==> src/rtl/uart_pkg.sv <==
// Shared UART definitions: TX state encoding and frame/baud constants
// used by the transmit controller and the future receive block.
package uart_pkg;

    typedef enum logic [1:0] {
        IDLE  = 2'd0,
        START = 2'd1,
        DATA  = 2'd2,
        STOP  = 2'd3
    } tx_state_e;

    localparam int UART_FRAME_BITS       = 10;
    localparam int UART_BAUD_DIV_DEFAULT = 5208;

endpackage

==> src/rtl/uart_tx_fifo.sv <==
// Parameterised synchronous FIFO buffering CPU bytes for the UART transmitter.
// A write into a full FIFO is only taken when a read happens in the same cycle.
module uart_tx_fifo #(
    parameter int DEPTH = 4,
    parameter int WIDTH = 8
) (
    input  logic                     clk,
    input  logic                     reset,
    input  logic                     wr_en,
    input  logic [WIDTH-1:0]         wr_data,
    input  logic                     rd_en,
    output logic [WIDTH-1:0]         rd_data,
    output logic                     full,
    output logic                     empty,
    output logic [$clog2(DEPTH):0]   count
);

    localparam int AW = $clog2(DEPTH);

    logic [WIDTH-1:0] mem_r [DEPTH];
    logic [AW-1:0]    wr_ptr_r;
    logic [AW-1:0]    rd_ptr_r;
    logic [AW:0]      count_r;
    logic             push_s;
    logic             pop_s;

    assign empty   = (count_r == (AW+1)'(0));
    assign full    = (count_r == (AW+1)'(DEPTH));
    assign count   = count_r;
    assign rd_data = mem_r[rd_ptr_r];
    assign pop_s   = rd_en && !empty;
    assign push_s  = wr_en && (!full || pop_s);

    // Storage array; contents are don't-care until written.
    always_ff @(posedge clk) begin
        if (push_s) begin
            mem_r[wr_ptr_r] <= wr_data;
        end
    end

    // Pointer and occupancy bookkeeping.
    always_ff @(posedge clk or posedge reset) begin
        if (reset) begin
            wr_ptr_r <= AW'(0);
            rd_ptr_r <= AW'(0);
            count_r  <= (AW+1)'(0);
        end else begin
            if (push_s) begin
                wr_ptr_r <= wr_ptr_r + AW'(1);
            end
            if (pop_s) begin
                rd_ptr_r <= rd_ptr_r + AW'(1);
            end
            case ({push_s, pop_s})
                2'b10:   count_r <= count_r + (AW+1)'(1);
                2'b01:   count_r <= count_r - (AW+1)'(1);
                default: count_r <= count_r;
            endcase
        end
    end

endmodule

==> src/rtl/uart_tx_ctrl.sv <==
// UART transmit controller: FIFO-buffered CPU bytes sent as 8N1 frames,
// with busy/full/overflow/done status for the peripheral register file.
module uart_tx_ctrl
    import uart_pkg::*;
#(
    parameter int BAUD_DIV   = UART_BAUD_DIV_DEFAULT,
    parameter int FIFO_DEPTH = 4,
    parameter int DATA_W     = 8
) (
    input  logic              clk,
    input  logic              reset,
    input  logic              wr_en,
    input  logic [DATA_W-1:0] wr_data,
    input  logic              clr_ovf,
    output logic              tx_full,
    output logic              tx_busy,
    output logic              tx_ovf,
    output logic              tx_done,
    output logic              UART_TX
);

    localparam int          CNT_W     = $clog2(FIFO_DEPTH) + 1;
    localparam logic [15:0] BAUD_LAST = 16'(BAUD_DIV - 1);
    localparam logic [2:0]  LAST_BIT  = 3'(DATA_W - 1);

    tx_state_e         state_r, state_s;
    logic [15:0]       baud_cnt_r, baud_cnt_s;
    logic [2:0]        bit_idx_r, bit_idx_s;
    logic [DATA_W-1:0] shift_r, shift_s;
    logic              tx_r, tx_s;
    logic              done_r, done_s;
    logic              ovf_r, ovf_s;
    logic              pop_s;
    logic              term_s;
    logic              drop_s;
    logic [DATA_W-1:0] fifo_rd_data_s;
    logic              fifo_full_s;
    logic              fifo_empty_s;
    logic [CNT_W-1:0]  fifo_count_s;

    uart_tx_fifo #(
        .DEPTH (FIFO_DEPTH),
        .WIDTH (DATA_W)
    ) u_fifo (
        .clk     (clk),
        .reset   (reset),
        .wr_en   (wr_en),
        .wr_data (wr_data),
        .rd_en   (pop_s),
        .rd_data (fifo_rd_data_s),
        .full    (fifo_full_s),
        .empty   (fifo_empty_s),
        .count   (fifo_count_s)
    );

    assign term_s = (baud_cnt_r == BAUD_LAST);
    assign drop_s = wr_en && fifo_full_s && !pop_s;

    // Frame sequencing, baud pacing and next line level.
    always_comb begin
        state_s    = state_r;
        baud_cnt_s = baud_cnt_r;
        bit_idx_s  = bit_idx_r;
        shift_s    = shift_r;
        done_s     = 1'b0;
        pop_s      = 1'b0;

        if (state_r == IDLE) begin
            baud_cnt_s = 16'd0;
        end else if (term_s) begin
            baud_cnt_s = 16'd0;
        end else begin
            baud_cnt_s = baud_cnt_r + 16'd1;
        end

        case (state_r)
            IDLE: begin
                if (!fifo_empty_s) begin
                    pop_s   = 1'b1;
                    shift_s = fifo_rd_data_s;
                    state_s = START;
                end else begin
                    state_s = IDLE;
                end
            end
            START: begin
                if (term_s) begin
                    state_s   = DATA;
                    bit_idx_s = 3'd0;
                end else begin
                    state_s = START;
                end
            end
            DATA: begin
                if (term_s) begin
                    shift_s   = {1'b0, shift_r[DATA_W-1:1]};
                    bit_idx_s = bit_idx_r + 3'd1;
                    if (bit_idx_r == LAST_BIT) begin
                        state_s = STOP;
                    end else begin
                        state_s = DATA;
                    end
                end else begin
                    state_s = DATA;
                end
            end
            STOP: begin
                if (term_s) begin
                    done_s = 1'b1;
                    // Chain straight into the next frame when more data waits.
                    if (!fifo_empty_s) begin
                        pop_s   = 1'b1;
                        shift_s = fifo_rd_data_s;
                        state_s = START;
                    end else begin
                        state_s = IDLE;
                    end
                end else begin
                    state_s = STOP;
                end
            end
            default: begin
                state_s = IDLE;
            end
        endcase

        case (state_s)
            START:   tx_s = 1'b0;
            DATA:    tx_s = shift_s[0];
            default: tx_s = 1'b1;
        endcase

        if (drop_s) begin
            ovf_s = 1'b1;
        end else if (clr_ovf) begin
            ovf_s = 1'b0;
        end else begin
            ovf_s = ovf_r;
        end
    end

    // Controller state and registered outputs.
    always_ff @(posedge clk or posedge reset) begin
        if (reset) begin
            state_r    <= IDLE;
            baud_cnt_r <= 16'd0;
            bit_idx_r  <= 3'd0;
            shift_r    <= {DATA_W{1'b0}};
            tx_r       <= 1'b1;
            done_r     <= 1'b0;
            ovf_r      <= 1'b0;
        end else begin
            state_r    <= state_s;
            baud_cnt_r <= baud_cnt_s;
            bit_idx_r  <= bit_idx_s;
            shift_r    <= shift_s;
            tx_r       <= tx_s;
            done_r     <= done_s;
            ovf_r      <= ovf_s;
        end
    end

    assign UART_TX = tx_r;
    assign tx_done = done_r;
    assign tx_ovf  = ovf_r;
    assign tx_full = fifo_full_s;
    assign tx_busy = (state_r != IDLE) || (fifo_count_s != CNT_W'(0));

endmodule

==> config.mk <==
export PLATFORM = sky130hd
export DESIGN_NAME = uart_tx_ctrl
export DESIGN_NICKNAME = d
export VERILOG_FILES = /design/src/rtl/uart_pkg.sv /design/src/rtl/uart_tx_fifo.sv /design/src/rtl/uart_tx_ctrl.sv
export SDC_FILE = /design/constraint.sdc
export NUM_CORES = 1
export LEC_CHECK = 0
export ABC_CLOCK_PERIOD_IN_PS = 6800
export CELL_PAD_IN_SITES_DETAIL_PLACEMENT = 0
export CELL_PAD_IN_SITES_GLOBAL_PLACEMENT = 2
export CORE_ASPECT_RATIO = 0.6
export CORE_MARGIN = 4
export CORE_UTILIZATION = 35
export CTS_CLUSTER_SIZE = 24
export DETAILED_ROUTE_END_ITERATION = 16
export DONT_BUFFER_PORTS = 1
export GPL_TIMING_DRIVEN = 0
export PLACE_DENSITY = 0.71
export SETUP_SLACK_MARGIN = 0.3
export SYNTH_ARGS = -nofsm -noshare
export SYNTH_HDL_FRONTEND = slang
export SYNTH_SLANG_ARGS = --single-unit
==> constraint.sdc <==
create_clock -name clk -period 6.8 [get_ports clk]
set_clock_uncertainty 0.15 [all_clocks]
set_input_delay 1.36 -clock clk [delete_from_list [all_inputs] [get_ports clk]]
set_output_delay 1.36 -clock clk [all_outputs]
set_load 0.02 [all_outputs]
==> flow_summary.json <==
{
  "timing.rr.start": "baud_cnt_r[3]",
  "core_um2": 9260,
  "die_area_um2": 11300,
  "use_met3_pct": 4.70,
  "synth-edff-count": 32,
  "h-tree-depth": 3,
  "regArea_um2": 1940,
  "rr_worst_depth": 12,
  "tritoncts": "yes",
  "yosys_warnings": 0,
  "timing.fmax_mhz": 297,
  "start_kind": "flop",
  "area_growth_pct": 15.7,
  "wl_mm": 6.68,
  "end_kind": "flop",
  "dr.pass1.iters": 5,
  "whs_ps": 344,
  "synth_seq_cells": 71,
  "drtIter0Drc": 177,
  "seq_power_share_pct": 44.5,
  "synth-seq-area-share_pct": 57.6,
  "fin_cells": 406,
  "p_int_uw": 922,
  "layout-drive-gt1-share_pct": 14.5,
  "pwr-share-clk_pct": 43.7,
  "synthDistinctLibCells": 48,
  "cap_violations": 0,
  "cts_setup_buffers": 0,
  "wl_per_cell_um": 16.4,
  "fin_nets": 298,
  "fillCellCount": 894,
  "switchingPower_uw": 282,
  "grt_busiest_layer": "met1",
  "crit_fanout": 9,
  "p_comb_share_pct": 11.8,
  "hp-start": "bit_idx_r[1]",
  "cts_resized": 0,
  "cp-endpoint": "u_fifo.count[2]",
  "p_leak_nw": 1.58,
  "dpl.hpwl_mm": 4.82,
  "antenna_cells": 0,
  "grt_pass1_vias": 2035,
  "route.detailed.drc": 0,
  "critPathLaunch": "baud_cnt_r[3]",
  "netlist_area_um2": 3360,
  "cts_hold_buf": 0,
  "syn-num-nets": 286,
  "antenna_found_initial": 0,
  "post_drt_via_cell_ratio": 4.96,
  "avgSynthCellArea_um2": 13.0,
  "grt_use_met2_pct": 16.3,
  "slew_headroom_pct": 42.2,
  "clock_latency_ps": 330,
  "grt_pass1_wl_mm": 11.3,
  "sw_frac_of_total_pct": 23.4,
  "async_reset_ff_share_pct": 54.9,
  "postPlaceCellArea_um2": 3550,
  "powerDensity_nw_per_um2": 310,
  "place.gp.congestion": 0.751,
  "total_power_mw": 1.20,
  "rsz0062_at_grt": "false",
  "io-pin-count": 17,
  "port-buffer-count": 0,
  "min_period_over_period_pct": 49.6,
  "reg2reg_to": "u_fifo.count[2]",
  "cts_root_buf": "clkbuf_16",
  "max-vdd-ir-drop_mv": 0.166,
  "grt_start_max_net_pins": 22,
  "r2r_slack_ps": 3430,
  "status": "complete, no violations",
  "tns_ps": 0,
  "arrival_ps": 3430,
  "die_h_um": 83.9,
  "gr-usage-all-layers_pct": 13.0,
  "drv_slew": 0,
  "rows": 27,
  "dpl.cell_count": 390,
  "hold_depth": 1,
  "hold_path.class": "reg2reg",
  "tightest_slew_ps": 861,
  "initial_core_util_pct": 36.3,
  "cp.required_ps": 6860,
  "clk_pin_slew_ps": 50,
  "cts_buffers": 9,
  "ant_nets": 0,
  "clock_path_buffers": 2,
  "vias": 2014,
  "finalHoldViolCount": 0,
  "stdcell_area_um2": 3890,
  "synthFlopType": "dfrtp_1",
  "setup_viol": 0,
  "crit_type": "reg2reg",
  "grt.overflow.total": 0,
  "die_width_um": 135,
  "fin_crit_ps": 3370,
  "syn_inst": 259,
  "cts_sinks": 71,
  "grt.met1_usage_pct": 20.6,
  "multi_input_area_um2": 1320
}
-- registers in the layout (all words and copies together) (netlist names) --
name	flops
baud_cnt_r	16
bit_idx_r	3
shift_r	8
tx_done	1
tx_ovf	1
u_fifo.count	3
u_fifo.wr_ptr_r	2
u_fifo.rd_ptr_r	2
u_fifo.mem_r	32
UART_TX	1
state_r	2
-- power groups by stage --
| stage | combinational [mW] | sequential (mW) | clock [mW] |
|---|---|---|---|
| 3_5_place_dp | 0.145 | 0.545 | 0 |
| 5_1_grt | 0.164 | 0.544 | 0.559 |
| 3_3_place_gp | 0.143 | 0.543 | 0 |
| 4_1_cts | 0.145 | 0.537 | 0.541 |
| 6_report | 0.143 | 0.536 | 0.526 |
| 2_1_floorplan | 0.111 | 0.537 | 0 |
-- cells by family after synthesis --
logic type	after synthesis	share of synthesized area, %
fa+ha+maj	15	5.81
simple gates	77	12.4
compound gates	33	7.96
xor+xnor	20	5.21
mux	16	7.78
buf+inv	27	3.20
flops	71	57.6
-- Yosys cell counts, drive strengths merged, types with 2 or more instances --
master | instances | share of area [%]
a21oi | 4 | 0.71
a22o | 6 | 1.6
a32o | 2 | 0.60
and2 | 2 | 0.41
and3 | 10 | 1.9
buf | 4 | 0.60
clkbuf | 6 | 0.71
dfrtp | 38 | 28
edfxtp | 32 | 29
ha | 14 | 5.2
inv | 17 | 1.9
mux2i | 7 | 2.1
mux4 | 8 | 5.4
nand2 | 12 | 1.3
nand3 | 10 | 1.5
nand4 | 3 | 0.56
nor2 | 25 | 2.9
nor3 | 5 | 0.89
nor4 | 2 | 0.82
o21ai | 9 | 1.5
o41ai | 3 | 0.78
or4b | 3 | 0.89
xnor2 | 11 | 2.9
xor2 | 9 | 2.3
-- stage by stage --
step           util (%)  setup WS (ps)
2_1_floorplan         -           3730
3_3_place_gp       38.1           3410
3_5_place_dp       38.4           3410
4_1_cts            42.0           3390
5_1_grt            42.0           3180
6_report           42.0           3430
-- cell type report --
cell class                      instances  share of cell area (%)
Inverter                               17                    1.64
Timing Repair Buffer                    1                   0.708
Sequential cell                        71                    49.8
Clock buffer                            9                    5.79
Buffer                                 10                    1.13
Multi-Input combinational cell        161                    33.8
Clock inverter                          7                    2.86
Tap cell                              130                    4.18
-- cells in the final DEF (no fill, tap or decap), types with 2 or more instances in the layout --
cell type,synthesis,layout
a21oi_1,3,3
a22o_1,6,6
a32o_1,2,2
and3_1,10,10
buf_2,4,4
bufinv_16,0,3
clkbuf_1,5,5
clkbuf_16,0,9
clkinv_1,0,2
dfrtp_1,38,38
edfxtp_1,32,32
ha_1,14,14
inv_1,17,16
mux2i_1,7,7
mux4_2,8,8
nand2_1,12,12
nand3_1,10,10
nand4_1,3,3
nor2_1,23,23
nor2_2,2,2
nor3_1,4,4
o21ai_0,8,8
o41ai_1,3,3
or4b_1,3,3
xnor2_1,11,11
xor2_1,9,9
-- worst max-delay path, stage by stage (launching register included) --
cell	delay [ps]
dfrtp_1	430
or4b_1	550
buf_2	190
o41a_1	590
o21ai_2	300
and2_2	220
inv_1	40
ha_1	200
inv_1	70
fa_1	170
xor2_1	140
nor2_1	60
xor2_1	130
-- routing by layer --
layer | vias up | routed length, um
met3 | 5 | 326
met4 | 0 | 23
met5 | - | 0
met2 | 40 | 2650
li1 | 972 | -
met1 | 997 | 3680
-- how the worst min path moves through the flow --
stage | endpoint | slack [ps]
floorplan | baud_cnt_r[0] | 300
global placement | bit_idx_r[1] | 330
detailed placement | baud_cnt_r[0] | 340
CTS | baud_cnt_r[0] | 350
global route | baud_cnt_r[0] | 370
finish | bit_idx_r[1] | 340
Power figures use the tool's default switching activity.
